<file path="src/rtl/sliding_window_pkg.sv">
// rtl/sliding_window_pkg.sv - shared helpers for the sliding-window line buffer
package sliding_window_pkg;

  // Counter width for a dimension of n positions; never narrower than one bit.
  function automatic int pos_width(input int n);
    return (n > 1) ? $clog2(n) : 1;
  endfunction

endpackage

</file>
<file path="src/rtl/sliding_window_if.sv">
// rtl/sliding_window_if.sv - pixel-in / window-out bundle of the sliding-window generator
interface sliding_window_if #(
  parameter int DATA_WIDTH = 8,
  parameter int KERNEL_DIM = 3
);
  logic [DATA_WIDTH-1:0] inputPixel;
  logic [DATA_WIDTH-1:0] window [KERNEL_DIM-1:0][KERNEL_DIM-1:0];
  logic                  valid;

  modport master (output inputPixel, input window, input valid);
  modport slave  (input inputPixel, output window, output valid);
endinterface

</file>
<file path="src/rtl/sliding_window_raster_pos_counter.sv">
// rtl/sliding_window_raster_pos_counter.sv - raster row/col position of the next incoming pixel
module raster_pos_counter
  import sliding_window_pkg::*;
#(
  parameter int WIDTH  = 5,
  parameter int HEIGHT = 5
) (
  input  logic                         clk,
  input  logic                         rst,
  output logic [pos_width(HEIGHT)-1:0] row,
  output logic [pos_width(WIDTH)-1:0]  col
);
  localparam int COL_W = pos_width(WIDTH);
  localparam int ROW_W = pos_width(HEIGHT);
  localparam logic [COL_W-1:0] COL_LAST = COL_W'(WIDTH - 1);
  localparam logic [ROW_W-1:0] ROW_LAST = ROW_W'(HEIGHT - 1);

  always_ff @(posedge clk or negedge rst) begin
    if (!rst) begin
      col <= '0;
      row <= '0;
    end else if (col == COL_LAST) begin
      col <= '0;
      row <= (row == ROW_LAST) ? '0 : row + ROW_W'(1);
    end else begin
      col <= col + COL_W'(1);
    end
  end
endmodule

</file>
<file path="src/rtl/sliding_window.sv">
// rtl/sliding_window.sv - K x K sliding-window line buffer over a square raster image
module sliding_window
  import sliding_window_pkg::*;
#(
  parameter int DATA_WIDTH = 8,
  parameter int KERNEL_DIM = 3,
  parameter int ROW_SIZE   = 5
) (
  input logic            clk,
  input logic            rst,
  sliding_window_if.slave px
);
  localparam int BUFFER_SIZE = (KERNEL_DIM - 1) * ROW_SIZE + KERNEL_DIM;
  localparam int POS_W       = pos_width(ROW_SIZE);
  localparam logic [POS_W-1:0] FIRST_FULL = POS_W'(KERNEL_DIM - 1);

  typedef logic [DATA_WIDTH-1:0] pixel_t;

  if (KERNEL_DIM < 1 || KERNEL_DIM > ROW_SIZE) begin : g_bad_kernel
    $fatal(1, "sliding_window: KERNEL_DIM must lie in 1..ROW_SIZE");
  end

  pixel_t           buffer [0:BUFFER_SIZE-1];
  logic [POS_W-1:0] row;
  logic [POS_W-1:0] col;
  logic             valid_q;

  raster_pos_counter #(
    .WIDTH  (ROW_SIZE),
    .HEIGHT (ROW_SIZE)
  ) u_pos (
    .clk (clk),
    .rst (rst),
    .row (row),
    .col (col)
  );

  // valid is judged on the position of the pixel being accepted, so it lines up
  // with the window that appears after the same edge.
  always_ff @(posedge clk or negedge rst) begin
    if (!rst) begin
      for (int i = 0; i < BUFFER_SIZE; i++) buffer[i] <= '0;
      valid_q <= 1'b0;
    end else begin
      buffer[0] <= px.inputPixel;
      for (int i = 1; i < BUFFER_SIZE; i++) buffer[i] <= buffer[i-1];
      valid_q <= (row >= FIRST_FULL) && (col >= FIRST_FULL);
    end
  end

  assign px.valid = valid_q;

  // Row 0 of the window is the oldest image row, col 0 the leftmost pixel.
  for (genvar r = 0; r < KERNEL_DIM; r++) begin : g_row
    for (genvar c = 0; c < KERNEL_DIM; c++) begin : g_col
      assign px.window[r][c] = buffer[(KERNEL_DIM-1-r)*ROW_SIZE + (KERNEL_DIM-1-c)];
    end
  end
endmodule

</file>
<file path="src/flat_wrapper.sv">
// flat-port wrapper written by rule: the top's interface ports become plain ports
module sliding_window_flat import sliding_window_pkg::*;
#(
  parameter int DATA_WIDTH = 8,
  parameter int KERNEL_DIM = 3,
  parameter int ROW_SIZE   = 5
)
  (clk, rst, px_inputPixel, px_window, px_valid);
  sliding_window_if #(.DATA_WIDTH(DATA_WIDTH), .KERNEL_DIM(KERNEL_DIM)) px_i ();
  input logic clk;
  input logic rst;
  input wire logic [$bits(px_i.inputPixel)-1:0] px_inputPixel;
  output wire logic [$bits(px_i.window)-1:0] px_window;
  output wire logic [$bits(px_i.valid)-1:0] px_valid;
  assign px_i.inputPixel = px_inputPixel;
  assign px_window = {>>{px_i.window}};
  assign px_valid = px_i.valid;
  sliding_window #(.DATA_WIDTH(DATA_WIDTH), .KERNEL_DIM(KERNEL_DIM), .ROW_SIZE(ROW_SIZE)) u_core (.clk(clk), .rst(rst), .px(px_i));
endmodule
</file>
<file path="config.mk">
export PLATFORM = sky130hd
export DESIGN_NAME = sliding_window_flat
export DESIGN_NICKNAME = d
export VERILOG_FILES = /design/src/rtl/sliding_window_pkg.sv /design/src/rtl/sliding_window_if.sv /design/src/rtl/sliding_window_raster_pos_counter.sv /design/src/rtl/sliding_window.sv /design/src/flat_wrapper.sv
export SDC_FILE = /design/constraint.sdc
export NUM_CORES = 1
export LEC_CHECK = 0
export BUFFER_PORTS_ARGS = -buffer_cell sky130_fd_sc_hd__clkbuf_2
export CAP_MARGIN = 20
export CORE_MARGIN = 2
export CORE_UTILIZATION = 30
export DETAILED_ROUTE_END_ITERATION = 16
export HOLD_SLACK_MARGIN = 0.02
export PLACE_DENSITY = 0.53
export SETUP_SLACK_MARGIN = 0.3
export SYNTH_ARGS = -nofsm -noshare
export SYNTH_HDL_FRONTEND = slang
export SYNTH_SLANG_ARGS = --single-unit
</file>
<file path="constraint.sdc">
create_clock -name clk -period 2.8 [get_ports clk]
set_input_delay 0.28 -clock clk [delete_from_list [all_inputs] [get_ports clk]]
set_output_delay 0.28 -clock clk [all_outputs]
set_load 0.02 [all_outputs]
</file>
; Yosys cells after proc, flatten, opt, wreduce, memory -nomap -nowiden
; Index checks and enable logic that the tools add are counted.
[totals]
out_inout_bits = 73
in_bits = 10
wordCells = 25
register_bits = 111
[classes]
n_mux = 2
n_eq_ne = 2
add_sub_neg = 2
order_cmp = 2
n_reduce_logical = 1
[op_table]
columns = operator, n
row1 = adder 3 x 1 -> 3 bit (second input constant), 2
row2 = == test 3 bit (second input constant), 2
row3 = greater-or-equal comparator 3 x 2 -> 1 bit (second input constant), 2
row4 = 2-to-1 mux 3 bit, 2
row5 = logical AND 1 bit, 1

; Longest topological paths before layout
; Gate-level depths: netlist (run 1).
[depth]
depth_word = 2
depth_mapped = 4
depth_no_buf = 4

; Hierarchy
; From an unflattened synthesis (run 1), not the netlist that was laid out.
[hier_totals]
hier_cells = 202
area_unflattened_um2 = 3477.1
[modules_own_cells]
columns = module, instances, seq_area_each_um2, cells_per_inst, area_each_um2
row1 = sliding_window, 1, 2627.5, 178, 3176.8
row2 = raster_pos_counter, 1, 150.1, 24, 300.3

; Worst setup path after synthesis (run 1)
; No wires, ideal clock.
[synth_timing]
kind = register -> register
start = register u_core.u_pos.col[0]
end = register u_core.u_pos.row[0]
synth_period_minus_slack_ns = 1.140
arrival_ns = 1.015
path_stages_with_launch = 5
setup_ns = 0.125
n_path_buf = 0
required_ns = 2.675
path_slack_ns = 1.660
cell_sequence = dfrtp_1 > inv_1 > ha_1 > nand2_2 > mux2_4
[synth_via]
elab_chain_cells = 1
[synth_rtl]
columns = element, line
row1 = start: declaration, sliding_window_raster_pos_counter.sv:11  ; output logic [pos_width(WIDTH)-1:0] col
row2 = start signal: assignment, sliding_window_raster_pos_counter.sv:26  ; col <= col + COL_W'(1);
row3 = == test 3 bit, sliding_window_raster_pos_counter.sv:22  ; end else if (col == COL_LAST) begin
row4 = end signal: assignment, sliding_window_raster_pos_counter.sv:24  ; row <= (row == ROW_LAST) ? '0 : row + ROW_W'(1);
row5 = end: declaration, sliding_window_raster_pos_counter.sv:10  ; output logic [pos_width(HEIGHT)-1:0] row,
; No other way between the ends.
; A chain may end at the register's enable or synchronous reset.

==> results of run 1 <==
-- final cells by class --
type,count,area (µm²)
Fill cell,1116,7460
Clock inverter,7,95.1
Multi-Input combinational cell,19,174
Tap cell,143,179
Inverter,4,15.0
Sequential cell,111,2780
Clock buffer,9,225
Timing Repair Buffer,89,490
-- flip-flops by register name (all words and copies together), names as in the netlist --
signal            count
u_core.px.valid       1
u_core.u_pos.row      3
u_core.buffer        32
u_core.px.window     72
u_core.u_pos.col      3
-- cell usage after synthesis --
cell type,instances,area (µm²)
o2bb2ai_1,1,8.76
buf_4,72,541
mux2i_1,1,10.0
inv_1,4,15.0
nand2_2,1,6.26
o211ai_1,1,7.51
mux2_4,2,30.0
a21oi_1,2,10.0
dfrtp_1,111,2780
nor3_1,2,10.0
ha_1,6,75.1
nand2b_1,2,12.5
nor2_1,1,3.75
-- metrics by stage --
stage / power [W] / setup WS, ns
floorplan: 0.00188 / 1.66
global placement: 0.00191 / 1.63
detailed placement: 0.00191 / 1.58
CTS: 0.00328 / 1.46
global route: 0.00337 / 1.35
finish: 0.00321 / 1.53
-- per-layer routing --
| metal | up-vias | share of wire (%) | track usage, % |
|---|---|---|---|
| met5 | - | 0 | 0 |
| met3 | 6 | 12 | 5.02 |
| met4 | 0 | 1.4 | 3.90 |
| met1 | 709 | 41 | 9.05 |
| li1 | 632 | - | - |
| met2 | 72 | 45 | 10.9 |
-- worst max path at each step --
stage	depth (start not counted)	endpoint	startpoint	slack [ns]
2_1_floorplan	4	u_core.u_pos.row[0]	u_core.u_pos.col[0]	1.66
3_3_place_gp	4	u_core.u_pos.row[0]	u_core.u_pos.col[0]	1.63
4_1_cts	3	u_core.px.window[32]	rst	1.46
3_5_place_dp	4	u_core.u_pos.row[1]	u_core.u_pos.col[0]	1.58
6_report	3	u_core.px.window[24]	rst	1.53
5_1_grt	3	u_core.buffer[36]	rst	1.35
-- report_power, final --
group          internal, W  switching, W
logic            0.0000475      0.000122
registers          0.00168     0.0000299
clock network     0.000785      0.000551
total              0.00251      0.000703
-- cell families after synthesis --
| kind of cell | count (synthesis) | synth area share, % |
|---|---|---|
| flip-flops | 111 | 79.2 |
| buffers and inverters | 76 | 15.8 |
| AND/OR/NAND/NOR | 6 | 0.928 |
| adder cells (fa/ha/maj) | 6 | 2.14 |
| multiplexers | 3 | 1.14 |
| AO/OA/AOI/OAI | 4 | 0.749 |
==> implementation parameters, run 1 <==
Parameter                              Value

Job
  Max-cap viol count ... 0

Place
  Number of port buffers ... 82
  Placed cell count ... roughly 360
  Detail Placement HPWL ... 2.95 mm
  Placement Cell Area ... roughly 3600 µm²
  Routability congestion estimate ... 0.611

Clocking
  # H-tree levels ... 3
  CTS Buffer Depth ... 2
  Clock Pin Slew Worst Setup and Hold Paths ... 0.07 ns
  Source-to-sink clock delay at the later pin of the worst-skew pair ... around 0.34 ns
  TritonCTS clock tree ... done
  PostCTS Resize Cnt ... 0
  Number of buffers inserted by post-CTS setup repair ... 0
  CTS Buf Count ... 9
  Cts hold-fix bufs ... 1
  Total number of clock tree sinks ... roughly 110
  CTS Root Cell ... clkbuf_16

Yosys
  Syn. warnings ... 0
  Post-synthesis net count ... between 200 and 250
  Gate count of the mapped netlist ... 206
  Post-Syn Area per Cell ... about 17 µm²
  Area of the mapped netlist ... 3510 µm²
  Proportion of synthesized chip area in sequential cells ... approximately 80%
  Count of cell types in the netlist ... 13
  Seq cells post-synth ... 111

STA
  Period minus WS final ... 1.27 ns
  Count of final setup violators ... 0
  FMAX ... 786 MHz
  Worst hold margin ... 0.0391 ns
  Setup_tns ... 0 ns
  Final hold violation count ... 0
  Slew headroom ... 57.1%
  Slew Viols, Final ... 0
  Worst-margin pin slew ... 0.644 ns
  Skew final ... 0.00497 ns
  Part of the cycle the worst path needs ... between 40% and 50%
  Setup repair after global routing missed its margin ... false

Setup path
  Arrival time worst endpoint ... 1.78 ns
  FF-to-FF Start ... u_core.u_pos.col[0]
  Crit path capture type ... asynchronous set/reset pin
  Most prevalent standard cell on the critical path ... buf_4
  Buffers & Inverters on Critical Path ... 3
  Critical path data required time ... around 3.3 ns
  Critical path launch point type ... input pin
  Max stage delay on crit path ... 0.52 ns
  End of the worst register-to-register path ... u_core.u_pos.row[1]
  Critical Path, Cell by Cell ... dlygate4sd3_1 > buf_4 > buf_4
  Critical path peak fanout ... 50
  Worst r2r path cells ... 4
  R2R Setup Slk ... 1.58 ns
  Family with the most delay on the worst path ... buffers and inverters
  Cell with the largest stage delay on the worst path ... dlygate4sd3_1
  Critical path class ... in2async

Worst hold path
  Class of the worst hold path ... in2reg
  Worst hold start ... px_inputPixel[4]
  Worst hold path depth ... 1
  Hold endpoint ... u_core.px.window[68]

Floorplan
  Initial Util ... 30.7%
  Overall die width ... approximately 110 µm
  Cell row count ... 39
  Die height ... between 100 and 150 µm
  Die Outline Area ... between 10000 and 15000 µm²
  I/O Pins ... 83
  Core box area ... 11400 µm²

Route
  Total via count in the routed design ... 1419
  Post-route DRC violation count ... 0
  Wire per inst ... 11.7 µm
  Final ANT Viol Nets ... 0
  Count of routing violations after the opening detailed-route iteration ... between 60 and 70
  Total detailed-routing wirelength ... 4.48 mm
  Post-DR vias/cell ... 3.71
  Length of the first detailed-routing pass in iterations ... 4

GRT
  Number of antenna violations at the first check in global routing ... 0
  First-pass GRT wire length ... 7.36 mm
  Total routing resource utilization after global routing ... 7.73%
  Pin count of the biggest net entering global routing ... 51
  Overall overflow remaining after global route ... 0
  Vias in the first global route ... 1488

Layout
  Layout cell share with drive strength beyond 1 ... a little over two fifths
  Post-Route Utilization ... approximately a third
  Diode insertion count for antenna repair ... 0
  Leading cell type in the layout, fill and taps excluded ... dfrtp_1
  Final Cell Area ... 3960 µm²
  Layout-stage area growth over the synthesis result ... 12.8%
  Net count reported at finish ... 250
  Leading cell types in the layout, fill and taps excluded ... dfrtp_1, clkbuf_2, clkbuf_16
  Finished Layout Cells ... 382

Run status
  Status ... complete, no violations

Power
  Power per standard cell area ... 812 nW/µm²
  Leakage power figure ... 1.92 nW
  Maximum vdd ir drop ... 0.000517 V
Note: power is estimated with default switching activity, not from simulation.
==> run 2: changes to the inputs <==
ABC_AREA = 1   (was not set)
clock period = 1.2 ns   (was 2.8 ns; I/O delays follow)
==> implementation parameters, run 2 <==
Parameter                              Value

Clocking
  CTS Buf Count ... 9
  Total number of clock tree sinks ... 111
  CTS Buffer Depth ... 2
  Clock Pin Slew Worst Setup and Hold Paths ... approximately 0.07 ns
  TritonCTS clock tree ... done
  Source-to-sink clock delay at the later pin of the worst-skew pair ... 0.35 ns
  CTS Root Cell ... clkbuf_16
  # H-tree levels ... 3

Yosys
  Post-synthesis net count ... 234
  Proportion of synthesized chip area in sequential cells ... 79.0%
  Most instantiated cells after synthesis ... dfrtp_1, buf_4, nand2_1
  Area of the mapped netlist ... 3510 µm²
  Number of enable flip-flop cells after synthesis ... 0
  Area share of the leading cell type in the synthesized netlist ... 79.0%
  Top_reg_cell synth ... dfrtp_1
  Gate count of the mapped netlist ... 218
  Share of synthesized registers carrying an async set or reset ... 100%
  Post-Syn Area per Cell ... between 15 and 20 µm²
  Top area cells in the synthesized netlist ... dfrtp_1, buf_4, ha_1, nand2_1, inv_1
  Seq cells post-synth ... 111
  Cell type contributing the most total cell area after synthesis ... dfrtp_1
  Count of cell types in the netlist ... 11
  Syn. warnings ... 0
  Count leader, synth ... dfrtp_1

Route
  Total via count in the routed design ... roughly 1600
  Count of routing violations after the opening detailed-route iteration ... 52
  Post-route DRC violation count ... 0
  Post-DR vias/cell ... 3.75
  Wire per inst ... 12.3 µm
  Total detailed-routing wirelength ... 5.13 mm
  Length of the first detailed-routing pass in iterations ... 3
  Final ANT Viol Nets ... 0

Layout
  Flip-flop count of the largest register, all copies and words added ... 72
  Leading cell type in the layout, fill and taps excluded ... dfrtp_1
  Net count reported at finish ... approximately 290
  Layout cell share with drive strength beyond 1 ... 50.9%
  Layout-stage area growth over the synthesis result ... 34.8%
  Filler instances ... 1028
  Diode insertion count for antenna repair ... 0
  Leading cell types in the layout, fill and taps excluded ... dfrtp_1, buf_6, buf_4

Setup path
  Critical path class ... reg2reg
  Worst setup path endpoint ... u_core.u_pos.row[2]
  Worst r2r path cells ... 7
  R2R Setup Slk ... 0.17 ns
  Critical path launch point type ... flop
  FF-to-FF Start ... u_core.u_pos.col[1]
  Crit path capture type ... flop
  Arrival time worst endpoint ... between 1 and 1.5 ns
  CP startpoint ... u_core.u_pos.col[1]
  Critical path data required time ... 1.44 ns
  Critical path peak fanout ... 7
  End of the worst register-to-register path ... u_core.u_pos.row[2]

GRT
  Vias in the first global route ... 1631
  Total routing resource utilization after global routing ... 8.73%
  Overall overflow remaining after global route ... 0
  Number of antenna violations at the first check in global routing ... 0
  Pin count of the biggest net entering global routing ... 41
  First-pass GRT wire length ... 8.20 mm

Run status
  Status ... complete, no violations

Power
  Maximum vdd ir drop ... approximately 0.00087 V
  Power per standard cell area ... 1640 nW/µm²
  Leakage power figure ... 2.24 nW

Place
  Number of port buffers ... 82
  Routability congestion estimate ... 0.670
  Detail Placement HPWL ... 3.12 mm
  Placement Setup Slack ... 0.148 ns

STA
  Slew Viols, Final ... 0
  Worst-margin pin slew ... roughly 0.35 ns
  Final hold violation count ... 0
  Skew final ... 0.00255 ns
  Count of final setup violators ... 0
  Part of the cycle the worst path needs ... 85.8%
  Worst hold margin ... 0.236 ns
  Fin worst setup slack ... 0.170 ns
  Setup_tns ... 0 ns
  Slew headroom ... 76.9%
  FMAX ... about 1000 MHz
  Period minus WS final ... about 1.0 ns
  Setup repair after global routing missed its margin ... true

Floorplan
  Die Outline Area ... 12600 µm²
  Die height ... 112 µm
  Cell row count ... 39
  Overall die width ... 112 µm
  I/O Pins ... between 80 and 90
  Initial Util ... 30.8%
  Core box area ... 11400 µm²

Job
  Max-cap viol count ... 0

Worst hold path
  Class of the worst hold path ... in2async
[run 2: kinds of logic (layout without fill, tap and decap cells)]
family,count (synthesis),count (layout),share of synthesized area (%)
compound gates,1,1,0.142
simple gates,18,18,2.06
buf+inv,81,136,16.4
flops,111,111,79.0
xor+xnor,1,1,0.249
fa+ha+maj,6,6,2.14
[run 2: area by class of cell]
| class | count | area, µm² | area share, % |
|---|---|---|---|
| Clock buffer | 10 | 239 | 5.04 |
| Clock inverter | 5 | 81.3 | 1.72 |
| Inverter | 9 | 38.8 | 0.819 |
| Multi-Input combinational cell | 26 | 229 | 4.83 |
| Sequential cell | 111 | 2780 | 58.6 |
| Tap cell | 143 | 179 | 3.78 |
| Timing Repair Buffer | 112 | 1190 | 25.2 |
[run 2: timing repair]
action	4_1_cts	5_1_grt
setup endpoints to repair	79	79
hold buffers	9	0
resized for setup	46	181
buffers inserted	12	6
hold endpoints to repair	79	0
pin swaps	6	4
[run 2: how the worst min path moves through the flow]
stage | startpoint | end | slack (ns) | depth (start not counted)
4_1_cts | rst | u_core.px.window[6] | 0.22 | 2
6_report | rst | u_core.px.window[6] | 0.24 | 2
2_1_floorplan | rst | u_core.buffer[24] | -0.18 | 0
5_1_grt | rst | u_core.px.window[6] | 0.25 | 2
3_5_place_dp | rst | u_core.px.window[6] | 0.05 | 1
3_3_place_gp | rst | u_core.px.window[6] | 0.05 | 1
[run 2: stage by stage]
stage	utilization [%]	cell area, µm²	cells	total power [W]
after floorplan	-	3520	218	0.00439
after global placement	31.8	3630	374	0.00446
after detailed placement	31.8	3630	374	0.00447
after CTS	37.8	4320	410	0.00780
after global routing	41.5	4740	416	0.00815
final	41.5	4740	416	0.00778
[run 2: power breakdown]
group / leakage [nW] / total (W) / switching [W] / internal, W
Clock: 0.155 / 0.00316 / 0.00128 / 0.00188
Combinational: 0.791 / 0.000611 / 0.000299 / 0.000312
Sequential: 1.30 / 0.00401 / 0.0000923 / 0.00392
[run 2: critical path, cell delays in order, from the launching register on]
cell	delay (ns)
dfrtp_1	0.41
inv_2	0.09
ha_4	0.14
nand2_4	0.05
clkinv_4	0.08
nand2_2	0.04
nand2_1	0.05
nand2_1	0.04
[run 2: routing by layer]
layer	global-route usage (%)	up-vias	routed length, µm
li1	-	697	-
met1	10.8	775	2050
met2	12.0	76	2420
met3	4.21	14	497
met4	6.10	0	165
met5	0	-	0
==> run 3: changes to the inputs <==
SYNTH_HIERARCHICAL = 1   (was not set)
==> implementation parameters, run 3 <==
Parameter                              Value

Run status
  Status ... finished with violations
  Failing checks ... hold timing

STA
  Count of final setup violators ... 0
  Slew Viols, Final ... 0
  Part of the cycle the worst path needs ... 86.8%
  FMAX ... 960 MHz
  Worst-margin pin slew ... 0.367 ns
  Skew final ... 0.00341 ns
  Period minus WS final ... 1.04 ns
  Final hold violation count ... 24
  Slew headroom ... 75.5%
  Worst hold margin ... -0.305 ns
  Setup repair after global routing missed its margin ... true
  Setup_tns ... 0 ns

Yosys
  Gate count of the mapped netlist ... 213
  Top area cells in the synthesized netlist ... dfrtp_1, buf_4, ha_1, nand2_1, inv_1
  Count of cell types in the netlist ... 11
  Share of synthesized registers carrying an async set or reset ... 100%
  Post-Syn Area per Cell ... ~16 µm²
  Most instantiated cells after synthesis ... dfrtp_1, buf_4, nand2_1
  Syn. warnings ... 6
  Number of enable flip-flop cells after synthesis ... 0
  Seq cells post-synth ... 111
  Post-synthesis net count ... 227
  Area share of the leading cell type in the synthesized netlist ... around four fifths
  Top_reg_cell synth ... dfrtp_1
  Proportion of synthesized chip area in sequential cells ... 79.8%
  Cell type contributing the most total cell area after synthesis ... dfrtp_1
  Area of the mapped netlist ... 3480 µm²
  Count leader, synth ... dfrtp_1

Setup path
  Crit path capture type ... flop
  Critical path launch point type ... flop
  R2R Setup Slk ... 0.16 ns
  Worst r2r path cells ... 4
  Critical path data required time ... about 1.4 ns
  End of the worst register-to-register path ... u_core/u_pos/col[2]
  Critical path peak fanout ... 3
  FF-to-FF Start ... u_core/u_pos/col[0]
  Arrival time worst endpoint ... 1.27 ns
  Critical path class ... reg2reg

Floorplan
  Cell row count ... 39
  Overall die width ... between 100 and 150 µm
  I/O Pins ... 83
  Initial Util ... 30.6%
  Die height ... around 110 µm
  Die Outline Area ... 12500 µm²
  Core box area ... 11400 µm²

Route
  Total via count in the routed design ... 1511
  Final ANT Viol Nets ... 0
  Length of the first detailed-routing pass in iterations ... 4
  Post-route DRC violation count ... 0
  Wire per inst ... 12.0 µm
  Count of routing violations after the opening detailed-route iteration ... 24
  Total detailed-routing wirelength ... 4.91 mm
  Post-DR vias/cell ... 3.69

Place
  Number of port buffers ... 82
  Routability congestion estimate ... 0.608
  Detail Placement HPWL ... 3.01 mm

Clocking
  CTS Root Cell ... clkbuf_16
  CTS Buf Count ... 9
  # H-tree levels ... 3
  CTS Buffer Depth ... 2
  Source-to-sink clock delay at the later pin of the worst-skew pair ... between 0.3 and 0.4 ns
  Cts hold-fix bufs ... 8
  Total number of clock tree sinks ... 111
  Clock Pin Slew Worst Setup and Hold Paths ... 0.07 ns
  TritonCTS clock tree ... done

Layout
  Post-Route Utilization ... just over 40%
  Leading cell type in the layout, fill and taps excluded ... dfrtp_1
  Layout-stage area growth over the synthesis result ... 32.2%
  Leading cell types in the layout, fill and taps excluded ... dfrtp_1, buf_6, buf_4
  Multi-input gate area in the final layout ... 164 µm²
  Diode insertion count for antenna repair ... 0
  Layout cell share with drive strength beyond 1 ... a little under half
  Flip-flop count of the largest register, all copies and words added ... 72
  Net count reported at finish ... 276
  Footprint of the flip-flops and latches ... 2780 µm²
  Filler instances ... 1011

GRT
  Total routing resource utilization after global routing ... 7.99%
  Vias in the first global route ... 1539
  Overall overflow remaining after global route ... 0
  Number of antenna violations at the first check in global routing ... 0
  First-pass GRT wire length ... 7.49 mm
  Pin count of the biggest net entering global routing ... 58

Power
  Power per standard cell area ... 1630 nW/µm²
  Total Power ... 0.00751 W
  Maximum vdd ir drop ... between 0.001 and 0.0015 V
  Leakage power figure ... about 2.2 nW

Worst hold path
  Class of the worst hold path ... in2async

Job
  Max-cap viol count ... 0
## run 3: power breakdown
group          internal (W)  switching, W
Combinational      0.000309      0.000296
Sequential          0.00392     0.0000931
Clock               0.00167       0.00123
Total               0.00589       0.00162
## run 3: area by class of cell
type	instances	area share, %
clock buffer	12	5.35
timing repair buffer	110	25.3
tap	143	3.89
sequential	111	60.3
multi-input combinational	23	3.56
inverter	7	0.625
clock inverter	4	0.979
## run 3: worst max-delay path by stage
stage,from,endpoint,slack (ns),cells past startpoint
final,u_core/u_pos/col[0],u_core/u_pos/col[2],0.16,4
after global placement,u_core/u_pos/col[0],u_core/u_pos/row[2],0.24,7
after CTS,u_core/px.window[32],px_window[32],0.16,1
after global routing,u_core/u_pos/col[0],u_core/u_pos/row[2],0.12,7
after floorplan,u_core/u_pos/col[0],u_core/u_pos/row[2],0.26,7
after detailed placement,u_core/u_pos/row[1],u_core/u_pos/row[2],0.16,7
## run 3: logic make-up (layout without fill, tap and decap cells)
logic type | Yosys count | count (layout) | share of synthesized area (%)
buf+inv | 79 | 133 | 16.4
fa+ha+maj | 4 | 4 | 1.44
flops | 111 | 111 | 79.8
xor+xnor | 1 | 1 | 0.252
simple gates | 17 | 17 | 2.01
compound gates | 1 | 1 | 0.144
## run 3: layer usage
layer	track usage [%]	up-vias	part of all wire, %
met3	4.74	10	11
met2	11.6	72	47
met5	0	-	0
li1	-	676	-
met1	9.38	753	41
met4	3.95	0	2.0
## run 3: repair_timing
item                                    4_1_cts  5_1_grt
gates cloned                                  0        0
buffers inserted                             12        6
endpoints found under the setup margin       78       78
pin swaps                                     2        1
gates resized for setup                      39      175
endpoints found under the hold margin        32       24
## run 3: critical path, stage by stage, from the launching register on
cell and delay (ns):
dfrtp_1 0.39, buf_4 0.14, ha_2 0.19, xnor2_2 0.16, nor2_2 0.05
## run 3: per-stage QoR
| stage | instance area [µm²] | hold WS (ns) | cells | setup slack (ns) |
|---|---|---|---|---|
| floorplan | 3480 | -0.176 | 213 | 0.256 |
| global placement | 3570 | 0.0599 | 368 | 0.236 |
| detailed placement | 3570 | 0.0651 | 368 | 0.160 |
| CTS | 4200 | -0.306 | 404 | 0.158 |
| global route | 4600 | -0.291 | 410 | 0.116 |
| finish | 4600 | -0.305 | 410 | 0.159 |
